$ cat src/rtl/thermo_pkg.sv
// Shared state/mode encodings and setpoint constants for the thermostat controller.
package thermo_pkg;

  typedef enum logic [1:0] {
    ST_IDLE    = 2'd0,
    ST_HEAT    = 2'd1,
    ST_COOL    = 2'd2,
    ST_LOCKOUT = 2'd3
  } state_t;

  localparam logic [1:0] MODE_OFF  = 2'b00;
  localparam logic [1:0] MODE_HEAT = 2'b01;
  localparam logic [1:0] MODE_COOL = 2'b10;
  localparam logic [1:0] MODE_AUTO = 2'b11;

  localparam int SET_DEFAULT_F = 72;
  localparam int SET_MIN_F     = 50;
  localparam int SET_MAX_F     = 90;
  localparam int HYST_F        = 2;

  // Lower hysteresis threshold, floored at zero instead of wrapping.
  function automatic logic [8:0] sat_sub9(input logic [7:0] a, input logic [8:0] b);
    return ({1'b0, a} >= b) ? ({1'b0, a} - b) : 9'd0;
  endfunction

endpackage

$ cat src/rtl/tick_prescaler.sv
// Free-running prescaler: one-cycle tick every TICK_DIV clocks, counting from reset.
module tick_prescaler #(
  parameter int TICK_DIV = 100_000_000
) (
  input  logic CLK100MHZ,
  input  logic CPU_RESETN,
  output logic tick
);
  localparam int CW = (TICK_DIV > 1) ? $clog2(TICK_DIV) : 1;
  localparam logic [CW-1:0] LAST = CW'(TICK_DIV - 1);

  logic [CW-1:0] cnt;

  always_ff @(posedge CLK100MHZ or negedge CPU_RESETN) begin
    if (!CPU_RESETN)      cnt <= '0;
    else if (cnt == LAST) cnt <= '0;
    else                  cnt <= cnt + 1'b1;
  end

  assign tick = (cnt == LAST);

endmodule

$ cat src/rtl/thermostat_controller.sv
// Thermostat sequencer: setpoint buttons, sample capture, hysteresis FSM with run/lockout dwell.
// Define THERMO_WDOG_EN to build the sensor watchdog that forces LOCKOUT on stale samples.
module thermostat_controller
  import thermo_pkg::*;
#(
  parameter int SET_DEFAULT   = SET_DEFAULT_F,
  parameter int SET_MIN       = SET_MIN_F,
  parameter int SET_MAX       = SET_MAX_F,
  parameter int HYST          = HYST_F,
  parameter int TICK_DIV      = 100_000_000,
  parameter int MIN_RUN_TICKS = 60,
  parameter int MIN_OFF_TICKS = 120,
  parameter int WDOG_TICKS    = 10
) (
  input  logic       CLK100MHZ,
  input  logic       CPU_RESETN,
  input  logic       btn_up,
  input  logic       btn_down,
  input  logic [1:0] mode,
  input  logic       temp_valid,
  input  logic [7:0] temp_f,
  output logic [7:0] set_temp,
  output logic [7:0] cur_temp,
  output logic       heat_on,
  output logic       cool_on,
  output logic       fan_on,
  output logic [1:0] ctl_state,
  output logic       sensor_fault
);
  localparam int DWELL_MAX = (MIN_RUN_TICKS > MIN_OFF_TICKS) ? MIN_RUN_TICKS : MIN_OFF_TICKS;
  localparam int DW = $clog2(DWELL_MAX + 2);

  state_t        state, state_nx;
  logic [2:0]    up_sync, dn_sync;
  logic          up_edge, dn_edge;
  logic          have_sample, tick, fault;
  logic [8:0]    cur9, lo9, hi9;
  logic [DW-1:0] dwell;
  logic          run_done, off_done, heat_mode, cool_mode;

  tick_prescaler #(.TICK_DIV(TICK_DIV)) u_tick (
    .CLK100MHZ (CLK100MHZ),
    .CPU_RESETN(CPU_RESETN),
    .tick      (tick)
  );

  // Two flops resynchronise the async buttons; the third gives the rising-edge history.
  always_ff @(posedge CLK100MHZ or negedge CPU_RESETN) begin
    if (!CPU_RESETN) begin
      up_sync <= '0;
      dn_sync <= '0;
    end else begin
      up_sync <= {up_sync[1:0], btn_up};
      dn_sync <= {dn_sync[1:0], btn_down};
    end
  end

  assign up_edge = up_sync[1] & ~up_sync[2];
  assign dn_edge = dn_sync[1] & ~dn_sync[2];

  always_ff @(posedge CLK100MHZ or negedge CPU_RESETN) begin
    if (!CPU_RESETN) begin
      set_temp    <= 8'(SET_DEFAULT);
      cur_temp    <= '0;
      have_sample <= 1'b0;
    end else begin
      if (up_edge && !dn_edge && set_temp < 8'(SET_MAX))
        set_temp <= set_temp + 8'd1;
      else if (dn_edge && !up_edge && set_temp > 8'(SET_MIN))
        set_temp <= set_temp - 8'd1;
      if (temp_valid) begin
        cur_temp    <= temp_f;
        have_sample <= 1'b1;
      end
    end
  end

  assign cur9 = {1'b0, cur_temp};
  assign lo9  = sat_sub9(set_temp, 9'(HYST));
  assign hi9  = {1'b0, set_temp} + 9'(HYST);

  assign heat_mode = (mode == MODE_HEAT) || (mode == MODE_AUTO);
  assign cool_mode = (mode == MODE_COOL) || (mode == MODE_AUTO);
  assign run_done  = (dwell >= DW'(MIN_RUN_TICKS));
  assign off_done  = (dwell >= DW'(MIN_OFF_TICKS));

`ifdef THERMO_WDOG_EN
  localparam int WW = $clog2(WDOG_TICKS + 1);
  logic [WW-1:0] wdog_cnt;

  always_ff @(posedge CLK100MHZ or negedge CPU_RESETN) begin
    if (!CPU_RESETN) begin
      wdog_cnt <= '0;
      fault    <= 1'b0;
    end else if (temp_valid) begin
      wdog_cnt <= '0;
      fault    <= 1'b0;
    end else if (tick && wdog_cnt < WW'(WDOG_TICKS)) begin
      wdog_cnt <= wdog_cnt + 1'b1;
      if (wdog_cnt == WW'(WDOG_TICKS - 1)) fault <= 1'b1;
    end
  end
`else
  assign fault = 1'b0;
`endif

  assign sensor_fault = fault;

  // state   | meaning
  // IDLE    | no demand, waiting for a sample outside the band
  // HEAT    | heater and fan on, minimum run enforced
  // COOL    | cooler and fan on, minimum run enforced
  // LOCKOUT | equipment rest; mode ignored until MIN_OFF_TICKS
  always_comb begin
    state_nx = state;
    case (state)
      ST_IDLE:
        if (have_sample && !fault) begin
          if (heat_mode && cur9 < lo9)      state_nx = ST_HEAT;
          else if (cool_mode && cur9 > hi9) state_nx = ST_COOL;
        end
      ST_HEAT:
        if (mode == MODE_OFF || fault ||
            (run_done && (cur_temp >= set_temp || mode == MODE_COOL)))
          state_nx = ST_LOCKOUT;
      ST_COOL:
        if (mode == MODE_OFF || fault ||
            (run_done && (cur_temp <= set_temp || mode == MODE_HEAT)))
          state_nx = ST_LOCKOUT;
      ST_LOCKOUT:
        if (off_done) state_nx = ST_IDLE;
      default: state_nx = ST_IDLE;
    endcase
  end

  always_ff @(posedge CLK100MHZ or negedge CPU_RESETN) begin
    if (!CPU_RESETN) begin
      state   <= ST_IDLE;
      dwell   <= '0;
      heat_on <= 1'b0;
      cool_on <= 1'b0;
      fan_on  <= 1'b0;
    end else begin
      state   <= state_nx;
      heat_on <= (state_nx == ST_HEAT);
      cool_on <= (state_nx == ST_COOL);
      fan_on  <= (state_nx == ST_HEAT) || (state_nx == ST_COOL);
      if (state_nx != state)
        dwell <= '0;
      else if (tick && dwell < DW'(DWELL_MAX))
        dwell <= dwell + 1'b1;
    end
  end

  assign ctl_state = state;

endmodule

$ cat config.mk
export PLATFORM = sky130hd
export DESIGN_NAME = thermostat_controller
export DESIGN_NICKNAME = d
export VERILOG_FILES = /design/src/rtl/thermo_pkg.sv /design/src/rtl/tick_prescaler.sv /design/src/rtl/thermostat_controller.sv
export SDC_FILE = /design/constraint.sdc
export NUM_CORES = 1
export LEC_CHECK = 0
export CORE_UTILIZATION = 64
export CTS_CLUSTER_DIAMETER = 100
export DETAILED_ROUTE_END_ITERATION = 10
export DONT_BUFFER_PORTS = 1
export PLACE_DENSITY_LB_ADDON = 0.08
export SLEW_MARGIN = 20
export SYNTH_ARGS = -nofsm -noshare
export SYNTH_HDL_FRONTEND = slang
export SYNTH_SLANG_ARGS = --single-unit
$ cat constraint.sdc
create_clock -name CLK100MHZ -period 4.16 [get_ports CLK100MHZ]
set_input_delay 0.416 -clock CLK100MHZ [delete_from_list [all_inputs] [get_ports CLK100MHZ]]
set_output_delay 0.416 -clock CLK100MHZ [all_outputs]
set_load 0.01 [all_outputs]
After elaboration in Yosys (flattened, before gate mapping)

Cells that the tools add are included.

Output and inout bits: 22
Word-level logic and storage cells: 76
Input bits: 15
Flip-flop bits (word level): 62

Reduce and logical (&&, ||, !) cells: 22
Bitwise gates (word level): 4
$add $sub $neg: 6
Equality and inequality tests: 10
Order comparisons: 10
Mux-type cells: 13

Operators by type and width:

| kind                                                                                | count |
|---|---|
| 27-bit by 1-bit adder with 27-bit output, second input constant                     | 1 |
| 27-bit equality test, second input constant                                         | 1 |
| 27-bit two-way mux                                                                  | 1 |
| 8-bit two-way mux                                                                   | 2 |
| 7-bit two-way mux                                                                   | 2 |
| 2-bit two-way mux                                                                   | 6 |
| 2-bit equality test, second input constant                                          | 5 |
| 8-bit by 2-bit adder with 9-bit output, second input constant                       | 1 |
| 8-bit by 9-bit greater-than comparator with 1-bit output                            | 1 |
| 1-bit logical AND                                                                   | 9 |
| 8-bit by 9-bit < comparator with 1-bit output                                       | 1 |
| 9-bit two-way mux                                                                   | 1 |
| 8-bit by 2-bit subtractor with 9-bit output, second input constant                  | 1 |
| 8-bit by 1-bit adder with 8-bit output, second input constant                       | 1 |
| 8-bit by 2-bit greater-or-equal comparator with 1-bit output, second input constant | 1 |
| 8-bit greater-or-equal comparator                                                   | 1 |
| 8-bit by 6-bit greater-than comparator with 1-bit output, second input constant     | 1 |
| 8-bit less-or-equal comparator                                                      | 1 |
| 8-bit by 7-bit < comparator with 1-bit output, second input constant                | 1 |
| 2-bit one-hot mux with 4 select lines                                               | 1 |
| 8-bit by 1-bit subtractor with 8-bit output, second input constant                  | 1 |
| 7-bit by 1-bit adder with 7-bit output, second input constant                       | 1 |
| 7-bit by 6-bit greater-or-equal comparator with 1-bit output, second input constant | 1 |
| 7-bit greater-or-equal comparator, second input constant                            | 1 |
| other kinds (9)                                                                     | 22 |

Longest topological paths before layout

Gate-level depths: netlist (run 1).

Word-level depth: 9
Depth in mapped cells: 14
Depth with buffers taken out: 14

By module

Synthesis (run 1) repeated with hierarchy kept, for this count alone.

Cell total of the unflattened synthesis: 391
Area, all modules: 3857.4 um^2

By module, submodules not included:

| module                | times used | area each (um^2) | cells an instance |
|---|---|---|---|
| thermostat_controller | 1          | 2524.9           | 257 |
| tick_prescaler        | 1          | 1332.5           | 134 |

Worst setup path after synthesis (run 1)

OpenSTA, ideal clock, no wires.

Path kind: register -> register
Start: reg set_temp[1]
End: reg set_temp[6]
Required time: 4074 ps
Setup slack: 1232 ps
Clock period less this slack: 2928 ps
Setup time: 86 ps
Cell stages (with the launch flop): 12
Buffers on the path: 0
Arrival time: 2842 ps
Cell sequence: dfrtp_1 or2_4 a31o_1 a2111oi_4 inv_1 fa_1 a21o_1 a21oi_1 o21bai_1 a21oi_1 xor2_1 o21ai_0

Longest elaborated chain between the ends: 3
Elaborated cells on any way between the ends: 9
Those cells by class: add/sub (2); order compare (2); mux (2); reduce/logical (3)

RTL lines:

| item                                                                | line                        | source |
|---|---|---|
| start: declaration                                                  | thermostat_controller.sv:22 | `output logic [7:0] set_temp,` |
| start signal: assignment                                            | thermostat_controller.sv:63 | `set_temp <= 8'(SET_DEFAULT);` |
| start signal: assignment                                            | thermostat_controller.sv:68 | `set_temp <= set_temp + 8'd1;` |
| start signal: assignment                                            | thermostat_controller.sv:70 | `set_temp <= set_temp - 8'd1;` |
| 8-bit by 1-bit subtractor with 8-bit output (tied with other cells) | thermostat_controller.sv:70 |  |
| 8-bit two-way mux (tied with other cells)                           | thermostat_controller.sv:69 | `else if (dn_edge && !up_edge && set_temp > 8'(SET_MIN))` |
| 8-bit two-way mux or 2-bit nonzero test (tied branches)             | n/a                         |  |

Parallel ways exist; a longest one is shown, timed or not. The select of a mux whose other input is x is not followed.
A chain may end at the register's enable or synchronous reset.

Worst setup path after layout (run 1)

Start: reg set_temp[1]
End: reg cool_on

Longest elaborated chain between the ends: 8
Elaborated cells on any way between the ends: 23
Those cells by class: add/sub (2); order compare (5); eq/ne (1); mux (7); reduce/logical (8)

RTL lines:

| item                                                                                          | line                                                       | source |
|---|---|---|
| 8-bit by 2-bit adder with 9-bit output (tied with other cells)                                | thermostat_controller.sv:80                                | `assign hi9 = {1'b0, set_temp} + 9'(HYST);` |
| 8-bit by 9-bit greater-than comparator with 1-bit output or 9-bit two-way mux (tied branches) | thermostat_controller.sv:120, thermo_pkg.sv:23             |  |
| 1-bit logical AND or 8-bit by 9-bit < comparator with 1-bit output (tied branches)            | thermostat_controller.sv:120, thermostat_controller.sv:119 |  |
| 2-bit two-way mux or 1-bit logical AND (tied branches)                                        | thermostat_controller.sv:120, thermostat_controller.sv:119 |  |
| 2-bit two-way mux                                                                             | thermostat_controller.sv:119                               | `if (heat_mode && cur9 < lo9) state_nx = ST_HEAT;` |
| 2-bit two-way mux                                                                             | thermostat_controller.sv:118                               | `if (have_sample && !fault) begin` |
| 2-bit one-hot mux with 4 select lines *                                                       | thermostat_controller.sv:116                               | `case (state)` |
| named net state_nx[1]                                                                         | thermostat_controller.sv:33                                | `state_t state, state_nx;` |
| 2-bit equality test *                                                                         | thermostat_controller.sv:146                               | `cool_on <= (state_nx == ST_COOL);` |
| end signal: assignment                                                                        | thermostat_controller.sv:146                               |  |
| end: declaration                                                                              | thermostat_controller.sv:25                                | `output logic cool_on,` |

Mark *: on every way through the listed nets, which the timed path passes. The rest lies on a longest branch.

==> summary.txt, run 1 <==
status = finished, final reports clean
Power Dens Cells = 536 nW/µm²
max cap viols = 0
largest net degree at the start of global routing = 63
Synth async-reset ratio = 100%
critical path's most frequent cell = ha_1
sequential share of the synthesized area = 39.8%
final hold slack = 106 ps
Worst-Margin Slew = 797 ps
Synth Net Count = 444
Syn Area/Cell = 9.96 µm²
clock sinks = 62
endpoints failing setup = 0
WHS Path Cells = 0
via/cell ratio = 6.06
Core Util, Final = 70.5%
slowest stage delay, CP = 610 ps
busiest grt layer = met2
gr usage total = 27.3%
Synth Warn # = 0
Yosys reg bits = 62
Register Area = 1550 µm²
H-tree depth = 3
# nets final = 450
Syn Std Cell Area = 3910 µm²
Num CTS Buffers = 9
io pins = 37
area of the multi-input gates = 2220 µm²
pre-CTS setup slack = 957 ps
R2R Path Start = set_temp[1]$_DFFE_PN0P_
Initial Utilization = 66.0%
R2R Setup Slk = 840 ps
met3 Usage GRT = 9.43%
Period minus WS final = 3320 ps
Hold Path Sink = up_sync[0]$_DFF_PN0_
share of post-route cells with drive strength above 1 = 10.7%
RSZ-0062 raised after global routing = false
n_diodes = 0
Final GP Congestion = 0.835
peak supply drop = 0.000395 V
crit end category = register
DRT Pass-1 Iters = 4
Max FO, Critical Path = 10
CTS clk-pin slew, worst paths = 70 ps
post-synth cell types = 58
Setup CP Type = register to register
Worst Hold Launch = btn_up
Worst R2R Path Depth = 11
Crit path max-delay family = simple AND/OR/NAND/NOR gates
most frequent cells in the layout = dfrtp_1, ha_1, nor2_1
EDFF count, synth = 0
initial antenna violation count = 1
drt total wl = 7930 µm
PnR worst setup slack = 839 ps
grt total ovfl = 0
CP cell instances = ha_1, nand2_1, or3_1, xnor2_1, ha_1, or3_1, a221oi_1, o21ai_0, and3_1, o31a_1, ha_1
period utilization = 79.8%
initial detailed-routing violation count = 158
first-pass GRT wire length = 13100 µm
core footprint = 5920 µm²
Final Hold Fails = 0
GR Util met2 = 43.0%
top-area cell type share of the netlist area = 38.4%
worst min path class = input port to register
Critical Path Start Type = register
deepest clock path buffer count = 2
post-CTS setup buffers = 0
ranking of synthesized cells by area = dfrtp_1, ha_1, xnor2_1, xor2_1, nor2_1
Overall Power = 2.24 mW
Layout fillers = 460
wire per inst = 16.6 µm
Slowest-stage cell, CP = dfrtp_1
Max Slew Vio Count = 0
clk_lat worst skew = 350 ps
Vias = 2895
die area = 6420 µm²
most common flop cell mapped by yosys = dfrtp_1
max_slew headroom = 46.6%
Area Overhead vs Synth = 6.92%
worst path bufs/invs = 0
# DRC = 0
Final Skew = 13.8 ps
synthesized netlist cell count = 392
vias in the first global route = 2837
Crit path arrival time = 3550 ps
Leakage = 1.86 nW
CTS tree = done
setup TNS = 0 ps
Die X = 80.1 µm
FP Rows = 28
GRT met1 Usage = 34.0%
most common cell after layout, fill and taps aside = dfrtp_1
highest clock rate = 301 MHz
R2R Path End = cool_on$_DFF_PN0_
CP required = 4390 ps
Routed Antenna Nets = 0
cell taking the most area after synthesis = dfrtp_1
die height = 80.1 µm
DPL Wire Length = 5690 µm
PostCTS Resize Cnt = 0
CTS root buffer = clkbuf_8
number of port buffers = 0
## worst max path at each step
stage                             from                      end  slack [ps]  depth (start not counted)
3_3_place_gp   set_temp[2]$_DFFE_PN0P_         fan_on$_DFF_PN0_         970                         14
5_1_grt        set_temp[1]$_DFFE_PN0P_         fan_on$_DFF_PN0_         670                         12
2_1_floorplan  set_temp[1]$_DFFE_PN0P_  set_temp[6]$_DFFE_PN1P_        1230                         11
3_5_place_dp   set_temp[2]$_DFFE_PN0P_         fan_on$_DFF_PN0_         960                         14
6_report       set_temp[1]$_DFFE_PN0P_        cool_on$_DFF_PN0_         840                         11
4_1_cts        set_temp[2]$_DFFE_PN0P_         fan_on$_DFF_PN0_         930                         14
## power by group
part / internal (mW) / leakage (nW) / total [mW] / switching, mW
sequential: 0.659 / 0.783 / 0.816 / 0.157
combinational: 0.393 / 0.978 / 0.894 / 0.500
clock: 0.289 / 0.103 / 0.529 / 0.240
total: 1.34 / 1.86 / 2.24 / 0.897
## synthesized netlist by cell type, types with 5 or more instances
cell type,instances
nor2_1,35
xor2_1,19
o31ai_1,6
nand3_1,19
inv_1,19
dfrtp_1,60
nor4_1,7
xnor2_1,21
mux2_2,8
ha_1,36
a21oi_1,17
or3_1,5
and3_1,7
nand2_1,31
o21ai_0,15
nor3_1,8
nand4_1,10
## metal layers
layer | share of wire (%) | up-vias
met3 | 6.4 | 25
met5 | 0.13 | -
li1 | - | 1418
met1 | 44 | 1361
met4 | 2.5 | 2
met2 | 47 | 89
## what timing repair did
| item | 4_1_cts | 5_1_grt |
|---|---|---|
| endpoints found under the hold margin | 62 | 0 |
| endpoints found under the setup margin | 0 | 0 |
| hold buffers | 2 | 0 |
## flip-flops by register name, summed over array words and instances, names as in the netlist
signal and flops:
u_tick.cnt 27, cur_temp 8, set_temp 8, dwell 7, dn_sync 3, up_sync 3
ctl_state 2, cool_on 1, fan_on 1, have_sample 1, heat_on 1
## through the flow
step	std cells	cell area [µm²]
finish	478	4180
CTS	478	4180
detailed placement	460	3950
global placement	460	3950
global route	478	4180
floorplan	392	3910
## cell families after synthesis
group           count (synthesis)  share of synthesized area (%)
simple gates                  148                           20.6
compound gates                 67                           12.3
flops                          62                           39.8
xor+xnor                       40                           8.97
fa+ha+maj                      37                           12.0
buf+inv                        27                           3.36
mux                            10                           2.82
other cells                     1                         0.0960
## layout make-up
cell class              count  share of cell area (%)
clock inverters             5                    1.20
flip-flops and latches     62                    37.2
clock buffers              11                    3.39
multi-input cells         303                    53.2
inverters                  19                    1.71
repair buffers              3                    1.08
well taps                  75                    2.25
Note: power is estimated with default switching activity, not from simulation.
==> inputs of run 2 (changes only) <==
CORE_UTILIZATION = 58   (was 64)
clock period = 2.9 ns   (was 4.16 ns; I/O delays follow)
==> summary.txt, run 2 (synthesis gave the netlist of run 1 again) <==
status = complete, but fails checks
failing checks = design-rule violations, negative setup slack
peak supply drop = 0.000689 V
vias in the first global route = 2938
R2R Path Start = set_temp[1]$_DFFE_PN0P_
drt total wl = 8570 µm
PnR worst setup slack = -0.292 ps
Final GP Congestion = 0.865
Worst R2R Path Depth = 13
DRT Pass-1 Iters = 7
highest clock rate = 345 MHz
die area = 7070 µm²
R2R Path End = dwell[6]$_DFFE_PN0P_
deepest clock path buffer count = 2
die height = 84.1 µm
WHS Path Cells = 1
worst min path class = input port to register
CP required = 3150 ps
Top Layer Used = met4
Final Hold Fails = 0
endpoints failing setup = 1
period utilization = 100%
DPL Wire Length = 6050 µm
Vias = 3131
critical path depth = 13
gr usage total = 25.0%
met1 WL = 3890 µm
via/cell ratio = 5.96
CTS clk-pin slew, worst paths = 70 ps
CTS tree = done
final hold slack = 40.8 ps
worst path bufs/invs = 2
wire per inst = 16.3 µm
Initial Utilization = 60.8%
R2R Setup Slk = -0.3 ps
slowest stage delay, CP = 450 ps
met3 WL = 417 µm
Leakage = 2.08 nW
max cap viols = 0
Hold Path Sink = cur_temp[0]$_DFFE_PN0P_
H-tree depth = 3
max_slew headroom = 51.7%
Final Skew = 11.0 ps
Crit path arrival time = 3150 ps
RSZ-0062 raised after global routing = true
first-pass GRT wire length = 13900 µm
share of post-route cells with drive strength above 1 = 26.6%
Period minus WS final = 2900 ps
number of port buffers = 0
grt total ovfl = 0
Routed Antenna Nets = 0
met2 WL = 4090 µm
Critical Path Start Type = register
Max FO, Critical Path = 7
CP cell instances = or2_4, nor2_2, xnor2_1, nand2_1, ha_4, a21o_1, a21oi_1, nor2b_1, o32a_1, buf_4, buf_6, and4_4, nor4b_4
max reg flops = 27
crit end category = register
most common cell after layout, fill and taps aside = dfrtp_1
core footprint = 6420 µm²
n_diodes = 0
Largest regs = u_tick.cnt: 27 flops, cur_temp: 8 flops, set_temp: 8 flops
most flop-heavy register = u_tick.cnt
Critical Path Source = set_temp[1]$_DFFE_PN0P_
most frequent cells in the layout = dfrtp_1, buf_4, nor2_1
Die X = 84.1 µm
Num CTS Buffers = 9
# nets final = 495
Setup CP Type = register to register
initial antenna violation count = 0
Power Dens Cells = 804 nW/µm²
Max Slew Vio Count = 0
clock sinks = 62
Crit path max-delay family = simple AND/OR/NAND/NOR gates
FP Rows = 29
initial detailed-routing violation count = 144
clk_lat worst skew = 350 ps
Area Overhead vs Synth = 21.4%
Slowest-stage cell, CP = dfrtp_2
CTS root buffer = clkbuf_8
largest net degree at the start of global routing = 63
setup TNS = -0.292 ps
# DRC = 6
Worst-Margin Slew = 717 ps
io pins = 37
Worst Hold Launch = temp_valid
[run 2: area by class of cell]
cell class              instances  area, µm²
multi-input cells             303       2420
fillers                       446       1680
flip-flops and latches         62       1560
repair buffers                 48        403
clock buffers                  10        128
well taps                      77       96.3
inverters                      19       71.3
clock inverters                 6       61.3
[run 2: stage by stage]
| stage | worst slack (ps) | std cells | power [mW] | utilization, % | instance area, µm² |
|---|---|---|---|---|---|
| 6_report | -0.292 | 525 | 3.81 | 73.8 | 4740 |
| 5_1_grt | -128 | 525 | 4.06 | 73.8 | 4740 |
| 4_1_cts | 7.51 | 510 | 3.42 | 68.9 | 4420 |
| 3_5_place_dp | -41.2 | 488 | 2.63 | 64.6 | 4150 |
| 3_3_place_gp | 36.1 | 488 | 2.61 | 64.6 | 4150 |
| 2_1_floorplan | 38.6 | 392 | 2.16 | - | 3910 |
[run 2: worst register-to-register path: stages, from the launching register on]
cell and delay [ps]:
dfrtp_2 450, or2_4 300, nor2_2 110, xnor2_1 140, nand2_1 140, ha_4 240, a21o_1 140, a21oi_1 150
nor2b_1 60, o32a_1 330, buf_4 150, buf_6 110, and4_4 220, nor4b_4 280
[run 2: timing repair]
| item | 4_1_cts | 5_1_grt |
|---|---|---|
| setup buffers | 2 | 15 |
| hold endpoints to repair | 64 | 0 |
| setup endpoints to repair | 9 | 15 |
| pin swaps | 1 | 14 |
| gates resized for setup | 4 | 46 |
| hold buffers | 4 | 0 |
[run 2: how the worst max path moves through the flow]
| stage | endpoint | slack, ps |
|---|---|---|
| detailed placement | dwell[1]$_DFFE_PN0P_ | -40 |
| global placement | fan_on$_DFF_PN0_ | 40 |
| finish | dwell[6]$_DFFE_PN0P_ | -0.3 |
| global route | dwell[1]$_DFFE_PN0P_ | -130 |
| CTS | fan_on$_DFF_PN0_ | 8 |
| floorplan | fan_on$_DFF_PN0_ | 40 |
[run 2: power by group]
part	leakage [nW]	switching [mW]	total, mW	internal [mW]
Combinational	1.21	1.03	2.00	0.972
Clock	0.0964	0.342	0.738	0.395
Sequential	0.779	0.119	1.07	0.952
[run 2: per-layer routing]
metal | track usage, % | vias to the layer above
met5 | 0 | -
met4 | 10.2 | 0
met3 | 4.95 | 18
met2 | 38.5 | 76
met1 | 34.4 | 1518
li1 | - | 1519
